[src/rtl/rca_sub_pkg.sv]
// Shared defaults, derived step/counter sizes and FSM encoding for the
// sequential ripple-borrow subtractor.
package rca_sub_pkg;

  localparam int WIDTH_DEF = 32;
  localparam int CHUNK_DEF = 4;

  function automatic int nstep_of(input int width, input int chunk);
    return width / chunk;
  endfunction

  // A single-step configuration still needs a one-bit counter to exist.
  function automatic int cnt_width(input int nstep);
    return (nstep > 1) ? $clog2(nstep) : 1;
  endfunction

  localparam int NSTEP_DEF = nstep_of(WIDTH_DEF, CHUNK_DEF);
  localparam int CNT_W_DEF = cnt_width(NSTEP_DEF);

  typedef enum logic [1:0] {
    IDLE = 2'd0,
    RUN  = 2'd1,
    DONE = 2'd2
  } state_t;

endpackage

[src/rtl/rca_sub_seq_sub_slice.sv]
// CHUNK-bit combinational ripple-borrow subtractor built from per-bit
// full-subtractor equations: diff = x - y - bi.
module sub_slice #(
  parameter int CHUNK = 4
) (
  input  logic [CHUNK-1:0] x,
  input  logic [CHUNK-1:0] y,
  input  logic             bi,
  output logic [CHUNK-1:0] diff,
  output logic             bo
);

  logic borrow;

  // NOTE: blocking assignments here are intentional -- each bit must see the
  // borrow produced by the bit below it within the same evaluation.
  always_comb begin
    borrow = bi;
    diff   = '0;
    for (int i = 0; i < CHUNK; i++) begin
      diff[i] = x[i] ^ y[i] ^ borrow;
      borrow  = (~x[i] & y[i]) | (~(x[i] ^ y[i]) & borrow);
    end
    bo = borrow;
  end

endmodule

[src/rtl/rca_sub_seq.sv]
// Sequential subtractor: d = a - b - bin (mod 2^WIDTH), one CHUNK-bit slice per
// cycle, LSB first. Optional signed-overflow output enabled by RCA_SUB_OVF_EN.
module rca_sub_seq
  import rca_sub_pkg::*;
#(
  parameter int WIDTH = WIDTH_DEF,
  parameter int CHUNK = CHUNK_DEF
) (
  input  logic             clk,
  input  logic             rst,
  input  logic             in_valid,
  output logic             in_ready,
  input  logic [WIDTH-1:0] a,
  input  logic [WIDTH-1:0] b,
  input  logic             bin,
  output logic             out_valid,
  input  logic             out_ready,
  output logic [WIDTH-1:0] d,
  output logic             bout
`ifdef RCA_SUB_OVF_EN
  ,
  output logic             ovf
`endif
);

  localparam int NSTEP = nstep_of(WIDTH, CHUNK);
  localparam int CNT_W = cnt_width(NSTEP);

  if ((CHUNK < 1) || (WIDTH % CHUNK != 0)) begin : g_bad_chunk
    $error("rca_sub_seq: WIDTH must be a positive multiple of CHUNK");
  end

  state_t             state_q, state_d;
  logic [CNT_W-1:0]   step_q;
  logic               br_q;
  logic [WIDTH-1:0]   a_sh, b_sh, acc_q, acc_next;
  logic [CHUNK-1:0]   s_diff;
  logic               s_bo;
  logic               accept, consume, last_step;

  assign accept    = in_valid & in_ready;
  assign consume   = out_valid & out_ready;
  assign last_step = (state_q == RUN) && (step_q == CNT_W'(NSTEP - 1));

  // ---------------- FSM: state register ----------------
  // NOTE: sequential state uses non-blocking assignments so every register
  // samples pre-edge values, independent of process ordering.
  always_ff @(posedge clk or posedge rst) begin
    if (rst) state_q <= IDLE;
    else     state_q <= state_d;
  end

  // ---------------- FSM: next state ----------------
  // NOTE: state_d gets a default first so no path leaves it unassigned,
  // which would otherwise infer a latch.
  always_comb begin
    state_d = state_q;
    unique case (state_q)
      IDLE:    if (accept)    state_d = RUN;
      RUN:     if (last_step) state_d = DONE;
      DONE:    if (consume)   state_d = IDLE;
      default:                state_d = IDLE;
    endcase
  end

  // ---------------- FSM: outputs ----------------
  // in_ready is masked by rst so in_valid is ignored while reset is held.
  always_comb begin
    in_ready  = (state_q == IDLE) && !rst;
    out_valid = (state_q == DONE);
  end

  // ---------------- datapath ----------------
  sub_slice #(.CHUNK(CHUNK)) u_slice (
    .x    (a_sh[CHUNK-1:0]),
    .y    (b_sh[CHUNK-1:0]),
    .bi   (br_q),
    .diff (s_diff),
    .bo   (s_bo)
  );

  // Each new slice enters at the top, so after NSTEP steps the LSB chunk has
  // reached bit 0 and acc holds the full difference.
  assign acc_next = (acc_q >> CHUNK) | (WIDTH'(s_diff) << (WIDTH - CHUNK));

  always_ff @(posedge clk or posedge rst) begin
    if (rst) begin
      a_sh   <= '0;
      b_sh   <= '0;
      acc_q  <= '0;
      br_q   <= 1'b0;
      step_q <= '0;
    end else if (accept) begin
      a_sh   <= a;
      b_sh   <= b;
      acc_q  <= '0;
      br_q   <= bin;
      step_q <= '0;
    end else if (state_q == RUN) begin
      a_sh   <= a_sh >> CHUNK;
      b_sh   <= b_sh >> CHUNK;
      acc_q  <= acc_next;
      br_q   <= s_bo;
      step_q <= last_step ? '0 : step_q + CNT_W'(1);
    end
  end

  // Result registers only load on the last step, so they hold through IDLE,
  // RUN and any DONE stall.
  always_ff @(posedge clk or posedge rst) begin
    if (rst) begin
      d    <= '0;
      bout <= 1'b0;
    end else if (last_step) begin
      d    <= acc_next;
      bout <= s_bo;
    end
  end

`ifdef RCA_SUB_OVF_EN
  logic a_msb_q, b_msb_q;

  always_ff @(posedge clk or posedge rst) begin
    if (rst) begin
      a_msb_q <= 1'b0;
      b_msb_q <= 1'b0;
      ovf     <= 1'b0;
    end else begin
      if (accept) begin
        a_msb_q <= a[WIDTH-1];
        b_msb_q <= b[WIDTH-1];
      end
      if (last_step) begin
        ovf <= (a_msb_q != b_msb_q) & (acc_next[WIDTH-1] != a_msb_q);
      end
    end
  end
`endif

endmodule
[config.mk]
export PLATFORM = sky130hd
export DESIGN_NAME = rca_sub_seq
export DESIGN_NICKNAME = d
export VERILOG_FILES = /design/src/rtl/rca_sub_pkg.sv /design/src/rtl/rca_sub_seq_sub_slice.sv /design/src/rtl/rca_sub_seq.sv
export SDC_FILE = /design/constraint.sdc
export NUM_CORES = 1
export LEC_CHECK = 0
export CAP_MARGIN = 20
export CORE_MARGIN = 2
export CORE_UTILIZATION = 40
export DETAILED_ROUTE_END_ITERATION = 8
export GPL_ROUTABILITY_DRIVEN = 0
export PLACE_DENSITY = 0.77
export SLEW_MARGIN = 20
export SYNTH_ARGS = -nofsm -noshare
export SYNTH_HDL_FRONTEND = slang
export SYNTH_SLANG_ARGS = --single-unit
[constraint.sdc]
create_clock -name clk -period 3.7 [get_ports clk]
set_clock_uncertainty 0.05 [all_clocks]
set_input_delay 0.37 -clock clk [delete_from_list [all_inputs] [get_ports clk]]
set_output_delay 0.37 -clock clk [all_outputs]
set_load 0.1 [all_outputs]
# == After elaboration in Yosys (flattened, before gate mapping) ==
# Cells that the tools add are included.
# op_classes
mul,0
n_bitwise,31
shift,0
n_eq_ne,6
n_mux,15
n_reduce_logical,6
div_mod_pow,0
n_lt_le_gt_ge,0
n_addsub,1
# ops
op,count
32-bit 2-to-1 mux,6
28-bit by 32-bit bitwise OR with 32-bit output,1
1-bit AND,10
3-bit 2-to-1 mux,3
1-bit NOT,8
1-bit XOR,8
2-bit 2-to-1 mux,3
2-bit case mux with 3 select lines,1
"2-bit != test, second input constant",2
1-bit bitwise OR,4
"3-bit by 1-bit adder with 3-bit output, second input constant",1
"3-bit equality test, second input constant",1
3-bit AND reduction,1
"2-bit by 1-bit equality test with 1-bit output, second input constant",1
"2-bit equality test, second input constant",1
1-bit logical AND,2
2-bit zero test,1
1-bit 2-to-1 mux,2
"2-bit by 1-bit != test with 1-bit output, second input constant",1
2-bit nonzero test,1
1-bit zero test,1
# totals
wordCells,67
output_inout_bits,35
mem_count,0
latch_bits,0
mem_bits_rw,0
inputBits,69
reg_bits,135
mem_bits_ro,0

# == Depth between registers and ports, before layout ==
# logic_depth
depth_word,12
depth_mapped,11
mapped_depth_nobuf,11

# == Modules after synthesis ==
# Synthesis repeated with hierarchy kept, for this count alone.
# unflattened
hier_cells,512
hier_area_um2,5754.3
# modules_own_cells
module,area_each_um2,n_inst,cells_each,seq_area_each_um2
rca_sub_seq,5636.7,1,498,3278.1
sub_slice,117.6,1,14,0.0

# == Worst setup path before layout ==
# OpenSTA, ideal clock, no wires.
# synth_timing
path_type,reg-to-output
from,reg state_q[1]
to,out in_ready
arrival_time_ns,2.530
path_stages_with_launch,2
n_path_buf,0
setup_slack_ns,0.750
cell_sequence,dfrtp_1 -> nor3_1
# synth_between
elab_chain_cells,2
# synth_rtl
element,line_no,text
start: declaration,rca_sub_seq.sv:33,"state_t state_q, state_d;"
start signal: assignment,rca_sub_seq.sv:50,else state_q <= state_d;
2-bit zero test,rca_sub_seq.sv:69,in_ready = (state_q == IDLE) && !rst;
1-bit logical AND,rca_sub_seq.sv:69,
end: declaration,rca_sub_seq.sv:12,"output logic in_ready,"
# Every way passes these cells.

# == Worst setup path in the final report ==
# layout_timing
from,reg state_q[0]
to,out out_valid
# layout_between
elab_chain_cells,1
# layout_rtl
element,line_no,text
2-bit equality test,rca_sub_seq.sv:70,out_valid = (state_q == DONE);
end: declaration,rca_sub_seq.sv:16,"output logic out_valid,"
# Every way passes these cells.

==> results.md <==
- Vias after detailed routing: 3904
- I/O pin count: 104
- Tot Pwr: 7.102 mW
- WP data required: 3.28 ns
- Synthesized flop and latch total: 131
- CTS Hold Bufs: 0
- DIE AREA: 14960 sq um
- Final Instance Count excl. Fillers: 799
- CTS Buf Count: 17
- Crit path largest cell delay: 1.12 ns
- Netlist cell types: 24
- Initial Utilization: 40.64%
- Final wirelength: 11740 um
- Clk_lat worst skew: 0.42 ns
- Root Driver: clkbuf_16
- CP Capture Type: output port
- Final Critical Period: 2.744 ns
- Initial antenna violation count: 0
- Worst Path Buf+Inv: 2
- Fill cells: 1220
- RSZ-0062 raised after global routing: no
- Period utilisation layout: 74.15%
- Initial DRC count: 255
- Worst slew pin tran: 1.020 ns
- PwrDens: 963.3 nW/um^2
- First-pass GRT wire length: 19270 um
- Fmax: 0.3645 GHz
- Leakage power: 3.302 nW
- Seq/Total Area, Yosys: 58.56%
- Commonest non-fill, non-tap cells in the layout: 132 x nand2_1, 131 x dfrtp_1, 102 x clkdlybuf4s50_1
- P&R area growth vs syn: 31.72%
- Total global routing overflow: 0
- Hold Path Class: input pin to flip-flop
- Nets@finish: 681
- Multi-input logic area: 2112 sq um
- Routed Antenna Nets: 0
- Die boundary height: 122.3 um
- Htree depth: 4
- Max Slew Vio Count: 0
- FP Rows: 43
- Maximum root-to-sink buffer count: 2
- Storage element area: 3278 sq um
- Post_cts resized: 0
- Clk slew on worst S/H paths: 0.06 ns
- Placed cell area: 6768 sq um
- Crit-path cells: nand2b_1 > inv_1 > clkdlybuf4s50_1
- Die W: 122.3 um
- Largest net degree at the start of global routing: 140
- Worst VDD drop: 0.3420 mV
- Yosys Warn Count: 0
- Slowest CP cell: clkdlybuf4s50_1
- Core Region: 13770 sq um
- Setup Viol. Count Final: 0
- Via density per instance: 4.886
- Fraction of layout cells with a size suffix above 1: 11.79%
- Detailed placer's ending HPWL: 7808 um
- Post-CTS setup buffer count: 0
- Total Routing Usage GR: 16.81%
- Vias in the first global route: 3947
- CTS tree: done
- Startpoint types: flip-flop
- Critical Path Fanout Max: 7
- Input/output buffers: 103
- Commonest non-fill, non-tap cell in the layout: nand2_1
- Max-Cap Viols: 0
- Critical Path AT: 2.32 ns
- Post-synthesis cell area: 5598 sq um
- Clock sinks: 131
- Syn Area/Cell: 10.91 sq um
- Syn Nets: 588
- Synthesized instance count: 513
- Setup TNS: 0 ns
- Fin area: 7373 sq um
- Critical path type: flip-flop to output port
- # placed instances: 766
- Synth top area cells: dfrtp_1 59%, mux2i_1 10%, nand2_1 8.9%, mux2_2 6.0%, o21ai_0 5.8%
- Drt drc: 0
- Status: finished, final reports clean
- First-pass iteration count of the detailed router: 6
- Drt wl/cell: 14.69 um
- Family with the most delay on the worst path: buffers and inverters
- Dominant cell type by area after synthesis: dfrtp_1
- Final hold viol count: 0
- Synth top area share: 58.56%
- Max_slew headroom: 31.75%
- Diodes inserted: 0
==> state kept, by name, indices dropped and copies added, names as in the netlist <==
name,flops
a_sh,32
b_sh,32
d,32
acc_q,28
step_q,3
state_q,2
bout,1
br_q,1
==> power by group <==
part	total [mW]	internal [mW]	switching (mW)
Clock	1.61	1.00	0.610
Sequential	2.39	2.02	0.375
Combinational	3.10	1.03	2.07
Total	7.10	4.05	3.05
==> final cells by class <==
class | instances | area share [%]
flip-flops and latches | 131 | 44.46
well taps | 180 | 3.054
clock inverters | 13 | 1.833
clock buffers | 19 | 6.007
inverters | 10 | 0.5600
repair buffers | 110 | 15.44
multi-input cells | 336 | 28.64
==> through the flow <==
| step | hold WS, ns | worst slack [ns] | utilization (%) |
|---|---|---|---|
| CTS | 0.4327 | 0.9473 | 53.33 |
| detailed placement | 0.4431 | 1.313 | 49.14 |
| finish | 0.4466 | 0.9564 | 53.53 |
| floorplan | 0.4277 | 0.7495 | - |
| global placement | 0.4386 | 1.368 | 49.14 |
| global route | 0.4453 | 0.8917 | 53.53 |
==> cell usage after synthesis <==
master / instances
o21ai_1: 4
or3_1: 1
ha_1: 2
o32ai_1: 1
nor3_1: 1
inv_1: 10
nand3b_1: 1
buf_4: 8
mux2i_1: 56
nor2_1: 2
nor3b_1: 1
a21oi_1: 29
o21bai_1: 1
nand2_1: 132
dfrtp_1: 131
clkbuf_1: 12
fa_1: 4
mux2_2: 30
nor4b_4: 1
buf_2: 16
a211oi_1: 2
nor2b_1: 1
nand2b_1: 2
o21ai_0: 65
==> cell families (layout without fill, tap and decap cells) <==
group | after synthesis | after routing | share of synthesized area, %
buf+inv | 46 | 152 | 3.979
simple gates | 142 | 142 | 10.21
compound gates | 102 | 102 | 9.321
fa+ha+maj | 6 | 6 | 1.878
flops | 131 | 131 | 58.56
mux | 86 | 86 | 16.05
==> layer usage <==
layer / global-route usage, % / up-vias / part of all wire (%)
li1: - / 1925 / -
met1: 21.77 / 1880 / 46
met2: 26.53 / 83 / 48
met3: 5.065 / 16 / 4.4
met4: 6.609 / 0 / 1.6
met5: 0 / - / 0
==> final timing paths <==
path / start / to / slack, ns / depth (start not counted)
setup reg to reg: br_q / d[31] / 1.30 / 8
setup / recovery: state_q[0] / out_valid / 0.96 / 3
hold / removal: b[1] / b_sh[1] / 0.45 / 3
max in group asynchronous: rst / b_sh[15] / 2.30 / 3
min in group asynchronous: rst / state_q[0] / 0.58 / 2
hold reg to reg: d[18] / d[18] / 0.45 / 1
==> worst min-delay path, delay by kind of cell <==
kind / cells / cell delay (ns)
buffers and inverters: 1 / 0.40
AO/OA/AOI/OAI: 1 / 0.06
AND/OR/NAND/NOR: 1 / 0.05
Note: power is estimated with default switching activity, not from simulation.
